--- src/rtl/tdm_demux.sv ---
//==============================================================================
// Module   : tdm_demux
// Brief    : Time-division demultiplexer. Collects a framed serial stream of
//            W-bit beats (channel 0 marked by in_sof) into an N_CH-slot
//            shadow buffer and releases each complete frame as one registered
//            parallel word with a one-cycle valid strobe. Framing errors
//            (beat without SOF while hunting, premature SOF while collecting)
//            raise a one-cycle err_sync pulse.
// Options  : TDM_DEMUX_ERRCNT_EN - adds err_count, an 8-bit saturating count
//            of err_sync pulses.
// Revision : 1.0 - initial release
//==============================================================================
`default_nettype none

module tdm_demux #(
    parameter int N_CH = 4,
    parameter int W    = 8
) (
    input  logic              clk,
    input  logic              rst,
    input  logic [W-1:0]      in_data,
    input  logic              in_valid,
    input  logic              in_sof,
    output logic [N_CH*W-1:0] out_data,
    output logic              out_valid,
    output logic              err_sync
`ifdef TDM_DEMUX_ERRCNT_EN
    ,
    output logic [7:0]        err_count
`endif
);

    localparam int            CW     = (N_CH > 1) ? $clog2(N_CH) : 1;
    localparam logic [CW-1:0] c_LAST = CW'(N_CH - 1);
    localparam logic [CW-1:0] c_ONE  = CW'(1);

    typedef enum logic [0:0] {
        HUNT    = 1'b0,
        COLLECT = 1'b1
    } state_t;

    state_t              r_state;
    logic [CW-1:0]       r_cnt;
    logic [N_CH*W-1:0]   r_shadow;
    logic [N_CH*W-1:0]   r_out_data;
    logic                r_out_valid;
    logic                r_err_sync;

    logic                w_start;
    logic                w_beat;
    logic                w_done;
    logic                w_err;
    logic [CW-1:0]       w_slot;
    int                  w_base;
    logic [N_CH*W-1:0]   w_shadow_nxt;

    // Any SOF beat restarts a frame; a non-SOF beat only counts while collecting.
    // The final beat of a frame carrying SOF is therefore a premature SOF.
    assign w_start = in_valid & in_sof;
    assign w_beat  = in_valid & ~in_sof & (r_state == COLLECT);
    assign w_done  = w_beat & (r_cnt == c_LAST);
    assign w_err   = in_valid & ((r_state == HUNT) ? ~in_sof : in_sof);
    assign w_slot  = w_beat ? r_cnt : '0;

    // Shadow buffer as it looks once the current beat is written; on
    // completion this whole word is what gets published.
    always_comb begin
        w_shadow_nxt = r_shadow;
        w_base       = int'(w_slot) * W;
        w_shadow_nxt[w_base +: W] = in_data;
    end

    // Framing FSM, shadow buffer and registered outputs.
    always_ff @(posedge clk) begin
        if (rst) begin
            r_state     <= HUNT;
            r_cnt       <= '0;
            r_shadow    <= '0;
            r_out_data  <= '0;
            r_out_valid <= 1'b0;
            r_err_sync  <= 1'b0;
        end else begin
            r_out_valid <= 1'b0;
            r_err_sync  <= w_err;
            if (w_start) begin
                // Fresh frame: a partial frame in progress is simply overwritten.
                r_shadow <= w_shadow_nxt;
                r_cnt    <= c_ONE;
                r_state  <= COLLECT;
            end else if (w_beat) begin
                r_shadow <= w_shadow_nxt;
                if (w_done) begin
                    r_out_data  <= w_shadow_nxt;
                    r_out_valid <= 1'b1;
                    r_cnt       <= '0;
                    r_state     <= HUNT;
                end else begin
                    r_cnt <= r_cnt + c_ONE;
                end
            end
        end
    end

    assign out_data  = r_out_data;
    assign out_valid = r_out_valid;
    assign err_sync  = r_err_sync;

`ifdef TDM_DEMUX_ERRCNT_EN
    logic [7:0] r_err_count;

    // Saturating error counter, updated on the same edge that raises err_sync.
    always_ff @(posedge clk) begin
        if (rst) begin
            r_err_count <= 8'd0;
        end else if (w_err && (r_err_count != 8'hFF)) begin
            r_err_count <= r_err_count + 8'd1;
        end
    end

    assign err_count = r_err_count;
`endif

endmodule

`default_nettype wire

--- config.mk ---
export PLATFORM = sky130hd
export DESIGN_NAME = tdm_demux
export DESIGN_NICKNAME = d
export VERILOG_FILES = /design/src/rtl/tdm_demux.sv
export SDC_FILE = /design/constraint.sdc
export NUM_CORES = 1
export LEC_CHECK = 0
export BUFFER_PORTS_ARGS = -buffer_cell sky130_fd_sc_hd__buf_2
export CAP_MARGIN = 20
export CORE_ASPECT_RATIO = 0.5
export CORE_UTILIZATION = 50
export DETAILED_ROUTE_END_ITERATION = 12
export GPL_TIMING_DRIVEN = 0
export HOLD_SLACK_MARGIN = 0.1
export PLACE_DENSITY = 0.72
export SETUP_SLACK_MARGIN = 0.15
export SLEW_MARGIN = 20
export SYNTH_ARGS = -nofsm -noshare
export SYNTH_HDL_FRONTEND = slang
export SYNTH_SLANG_ARGS = --single-unit
--- constraint.sdc ---
create_clock -name clk -period 2.9 [get_ports clk]
set_input_delay 0.145 -clock clk [delete_from_list [all_inputs] [get_ports clk]]
set_output_delay 0.145 -clock clk [all_outputs]
set_load 0.03 [all_outputs]
# Yosys cells after proc, flatten, opt, wreduce, memory -nomap -nowiden
# Cells that the tools add are included.
[op_classes]
eq_ne = 1
bitwise_logic = 8
shift = 2
reduce_logical = 6
add_sub_neg = 2
muxes = 12
[op_table]
columns = ["cell", "n"]
rows = [
  ["two-way mux 32 bit", 2],
  ["negation 5 -> 33 bit", 1],
  ["variable shift 8 x 33 -> 32 bit (first input constant)", 1],
  ["variable part select 8 x 33 -> 32 bit", 1],
  ["bitwise mux 32 bit", 1],
  ["two-way mux 1 bit", 7],
  ["AND 1 bit", 5],
  ["two-way mux 2 bit", 2],
  ["nonzero test 2 bit", 2],
  ["NOT 1 bit", 3],
  ["AND reduction 3 bit", 1],
  ["OR reduction 3 bit", 1],
  ["adder 2 x 1 -> 2 bit (second input constant)", 1],
  ["equality test 2 bit (second input constant)", 1],
  ["AND reduction 2 bit", 1],
  ["OR reduction 2 bit", 1],
]
[totals]
out_inout_bits = 34
ff_bits = 69
wordCells = 38

# Longest topological paths before layout
[depth]
word_depth = 9
mapped_depth = 10
depth_no_buf = 6

# Least setup slack after synthesis
# No wires, ideal clock.
[synth_path]
path_type = "reg2reg"
from = "reg r_cnt[0]"
to = "reg r_shadow[24]"
path_stages_with_launch = 11
setup_ns = 0.117
period_less_slack_ns = 2.170
required_ns = 2.783
t_arrival_ns = 2.053
setup_slack_ns = 0.730
path_cell_list = "dfxtp_1 -> buf_6 -> and4b_1 -> buf_6 -> inv_1 -> ha_1 -> and3_1 -> buf_6 -> and3_1 -> buf_6 -> a22o_1"
[synth_between]
elab_chain_cells = 6
elab_cells_between_ends = 7
classes_between = "add/sub (1); shift (2); mux (4)"
[synth_rtl]
columns = ["item", "line", "rtl"]
rows = [
  ["start, declared", "43", "logic [CW-1:0] r_cnt;"],
  ["start signal, assigned", "88", "r_cnt <= c_ONE;"],
  ["start signal, assigned", "98", "r_cnt <= r_cnt + c_ONE;"],
  ["two-way mux 2 bit (*)", "63", "assign w_slot = w_beat ? r_cnt : '0;"],
  ["negation 5 -> 33 bit (*)", "70", "w_shadow_nxt[w_base +: W] = in_data;"],
  ["variable part select 8 x 33 -> 32 bit or variable shift 8 x 33 -> 32 bit (tied branches)", "70", ""],
  ["bitwise mux 32 bit (*)", "70", ""],
  ["two-way mux 32 bit", "90", "end else if (w_beat) begin"],
  ["two-way mux 32 bit (*)", "85", "if (w_start) begin"],
  ["end signal, assigned", "87", "r_shadow <= w_shadow_nxt;"],
  ["end signal, assigned", "91", "r_shadow <= w_shadow_nxt;"],
  ["end, declared", "44", "logic [N_CH*W-1:0] r_shadow;"],
]
# Every way passes the cells marked *; elsewhere a longest branch is shown, timed or not. The select of a mux whose other input is x is not followed.
# A chain may end at the register's enable or synchronous reset.

# Worst setup path after layout
[layout_path]
from = "reg r_cnt[1]"
to = "reg r_shadow[13]"
# Same word-level chain as after synthesis.

==> qor.csv <==
stage;metric;value;unit
status;status;finished clean;
sta;worst setup margin;0.289;ns
cells_and_area;Synth-to-Final Area Change;19.2;%
cells_and_area;layout cells sized above 1;24.7;%
pwr;leakage;1.48;nW
cells_and_area;commonest non-fill, non-tap cells in the layout;dfxtp_1, buf_2, a21oi_1, nand2_1, a22o_1;
min_path;hold path cells;3;
detailed_routing;DR iter-0 viols;201;
job;Max Cap Viol;0;
global_routing;grt ovf;0;
sta;Worst-Margin Slew;0.572;ns
worst_setup_path;FF-to-FF Start;r_cnt[1];
worst_setup_path;crit-path leading delay family;simple AND/OR/NAND/NOR gates;
worst_setup_path;CP Buf/Inv Count;3;
synthesis;Seq/Total Area, Yosys;46.8;%
global_routing;overall routing resource usage;27.1;%
detailed_routing;Final ANT Viol Nets;0;
cells_and_area;commonest non-fill, non-tap cell in the layout;dfxtp_1;
worst_setup_path;worst path required time;3.17;ns
place;IO Port Bufs;38;
floorplanning;Die Width;111;um
cts;CTS tree;built;
cts;Hold Buf Count CTS;0;
sta;Period minus WS final;2.61;ns
synthesis;Yosys reg bits;69;
cts;Clock Sinks;69;
worst_setup_path;CP Cell Sequence;and4b_1 > buf_2 > inv_1 > ha_1 > nor4b_4 > and2_1 > buf_6 > a22o_1;
global_routing;pin count of the biggest net entering global routing;12;
floorplanning;Ports;46;
sta;period utilization;90.0;%
cts;Clock Tree Buf Depth;2;
cells_and_area;Filler Cell Count;475;
sta;clk_skew;0.00487;ns
detailed_routing;final wirelength;8.04;mm
cells_and_area;ANT cells;0;
worst_setup_path;crit path kind;reg -> reg;
cts;H-tree Lvls;3;
worst_setup_path;Critical Path End;r_shadow[13];
sta;count of final max-slew check failures;0;
sta;Final Hold Violating Endpoints;0;
worst_setup_path;R2R depth;8;
cts;Post-CTS Setup Inserts;0;
pwr;peak supply drop;352;uV
worst_setup_path;reg2reg setup slack;0.29;ns
synthesis;Synthesis Warnings;0;
worst_setup_path;worst r2r dst;r_shadow[13];
sta;# setup viols final;0;
worst_setup_path;Worst Setup End Kind;register;
detailed_routing;DRC viols;0;
floorplanning;Die Height;56.3;um
sta;total negative slack;0;ns
floorplanning;die area;6230;um2
synthesis;asr flop ratio synth;0;%
cts;CTS root buffer;clkbuf_16;
cells_and_area;Final #Nets;375;
global_routing;vias in the first global route;2542;
pwr;PwrDens;596;nW/um2
synthesis;ys flop type;dfxtp_1;
worst_setup_path;Crit path largest cell delay;0.54;ns
cts;total CTS buffers;9;
worst_setup_path;WP depth;8;
floorplanning;row cnt;19;
floorplanning;effective utilization at floorplan;52.8;%
synthesis;Mapped Nets;326;
place;hpwl dp;5.38;mm
detailed_routing;Routed WL per cell;18.4;um
cts;worst skew pair latency;0.32;ns
synthesis;Post-Synthesis Cells;310;
synthesis;synthesized cell area;2950;um2
detailed_routing;Vias/cell;6.08;
min_path;Tightest Hold Check Type;in -> reg;
synthesis;synth unique cells;40;
worst_setup_path;Worst setup SP type;register;
detailed_routing;via count;2657;
worst_setup_path;Critical Path AT;2.88;ns
global_routing;initial antenna violation count;0;
synthesis;Post-synth EDFFs;0;
worst_setup_path;Critical Path Fanout Max;10;
global_routing;first-pass GRT wire length;13.0;mm
worst_setup_path;Crit-path slowest cell;dfxtp_1;
worst_setup_path;Worst setup startpoint;r_cnt[1];
place;pre-CTS setup slack;0.373;ns
cts;CTS clk-pin slew, worst paths;0.05;ns
synthesis;syn_area_per_cell;9.52;um2
place;GPL Wtd Cong;0.826;
sta;RSZ-0062 raised after global routing;no;
sta;fmax;383;MHz
floorplanning;core area;5590;um2
min_path;Hold Crit Start;in_data[6];
detailed_routing;Pre-Repair DR Iteration Count;4;
sta;Worst slew margin;61.8;%
==> cell families after synthesis <==
group / share of synthesized area, %
buf+inv: 7.89
fa+ha+maj: 1.70
simple gates: 14.2
compound gates: 26.3
xor+xnor: 0.297
flops: 46.8
mux: 2.71
==> flip-flops by register name, summed over array words and instances (netlist names) <==
name       flops
r_state        1
out_valid      1
out_data      32
r_shadow      32
r_cnt          2
err_sync       1
==> how the worst min path moves through the flow <==
stage	endpoint
3_5_place_dp	r_shadow[0]
3_3_place_gp	r_shadow[6]
4_1_cts	r_shadow[6]
5_1_grt	r_shadow[2]
2_1_floorplan	r_shadow[30]
6_report	r_shadow[6]
==> area by class of cell <==
class                      instances  area [um2]  area share, %
sequential                        69        1380           39.3
multi-input combinational        204        1340           38.2
clock buffer                      12         256           7.29
buffer                            34         221           6.30
timing repair buffer              38         190           5.41
tap                               73        91.3           2.60
clock inverter                     4        22.5          0.640
inverter                           3        11.3          0.320
==> worst register-to-register path, stage by stage, from the launching register on <==
cell	delay, ns
dfxtp_1	0.54
and4b_1	0.34
buf_2	0.25
inv_1	0.10
ha_1	0.31
nor4b_4	0.53
and2_1	0.21
buf_6	0.12
a22o_1	0.15
==> stage by stage <==
stage / utilization [%] / total power [mW] / cell area [um2] / hold slack (ns) / cells
floorplan: - / 1.07 / 2950 / 0.278 / 310
global placement: 57.8 / 1.10 / 3230 / 0.444 / 421
detailed placement: 57.8 / 1.11 / 3230 / 0.452 / 421
CTS: 62.8 / 2.10 / 3510 / 0.173 / 437
global route: 63.0 / 2.14 / 3520 / 0.194 / 437
finish: 63.0 / 2.10 / 3520 / 0.179 / 437
==> cells in the mapped netlist, drive strengths merged (2+ instances only) <==
cell / number / share of area (%)
dfxtp: 69 / 47
a21oi: 41 / 7.2
nand2: 36 / 4.6
buf: 30 / 7.0
a22o: 23 / 6.8
a31oi: 18 / 4.0
a32oi: 15 / 4.5
o21ai: 12 / 2.4
nand4: 9 / 1.9
mux2i: 8 / 2.7
nand3: 8 / 1.4
nor2: 5 / 0.64
and3: 4 / 0.85
clkbuf: 4 / 0.51
ha: 4 / 1.7
and4b: 3 / 1.0
inv: 3 / 0.38
a22oi: 2 / 0.51
and3b: 2 / 0.59
nor2b: 2 / 0.42
nor3b: 2 / 0.68
nor4b: 2 / 1.1
==> metal layers <==
metal / vias to the layer above / part of all wire [%] / global-route usage, %
li1: 1254 / - / -
met4: 0 / 1.3 / 11.2
met5: - / 0 / 0
met2: 101 / 44 / 39.8
met1: 1292 / 46 / 37.7
met3: 10 / 8.5 / 7.56
==> report_power, final <==
part	internal [mW]	leakage, nW	switching (mW)
clock network	0.620	0.138	0.385
registers	0.958	0.557	0.00672
logic	0.0392	0.789	0.0856
==> what timing repair did <==
| action | CTS | global route |
|---|---|---|
| hold endpoints to repair | 0 | 0 |
| endpoints found under the setup margin | 0 | 8 |
| resized for setup | 0 | 1 |
Power figures use the tool's default switching activity.
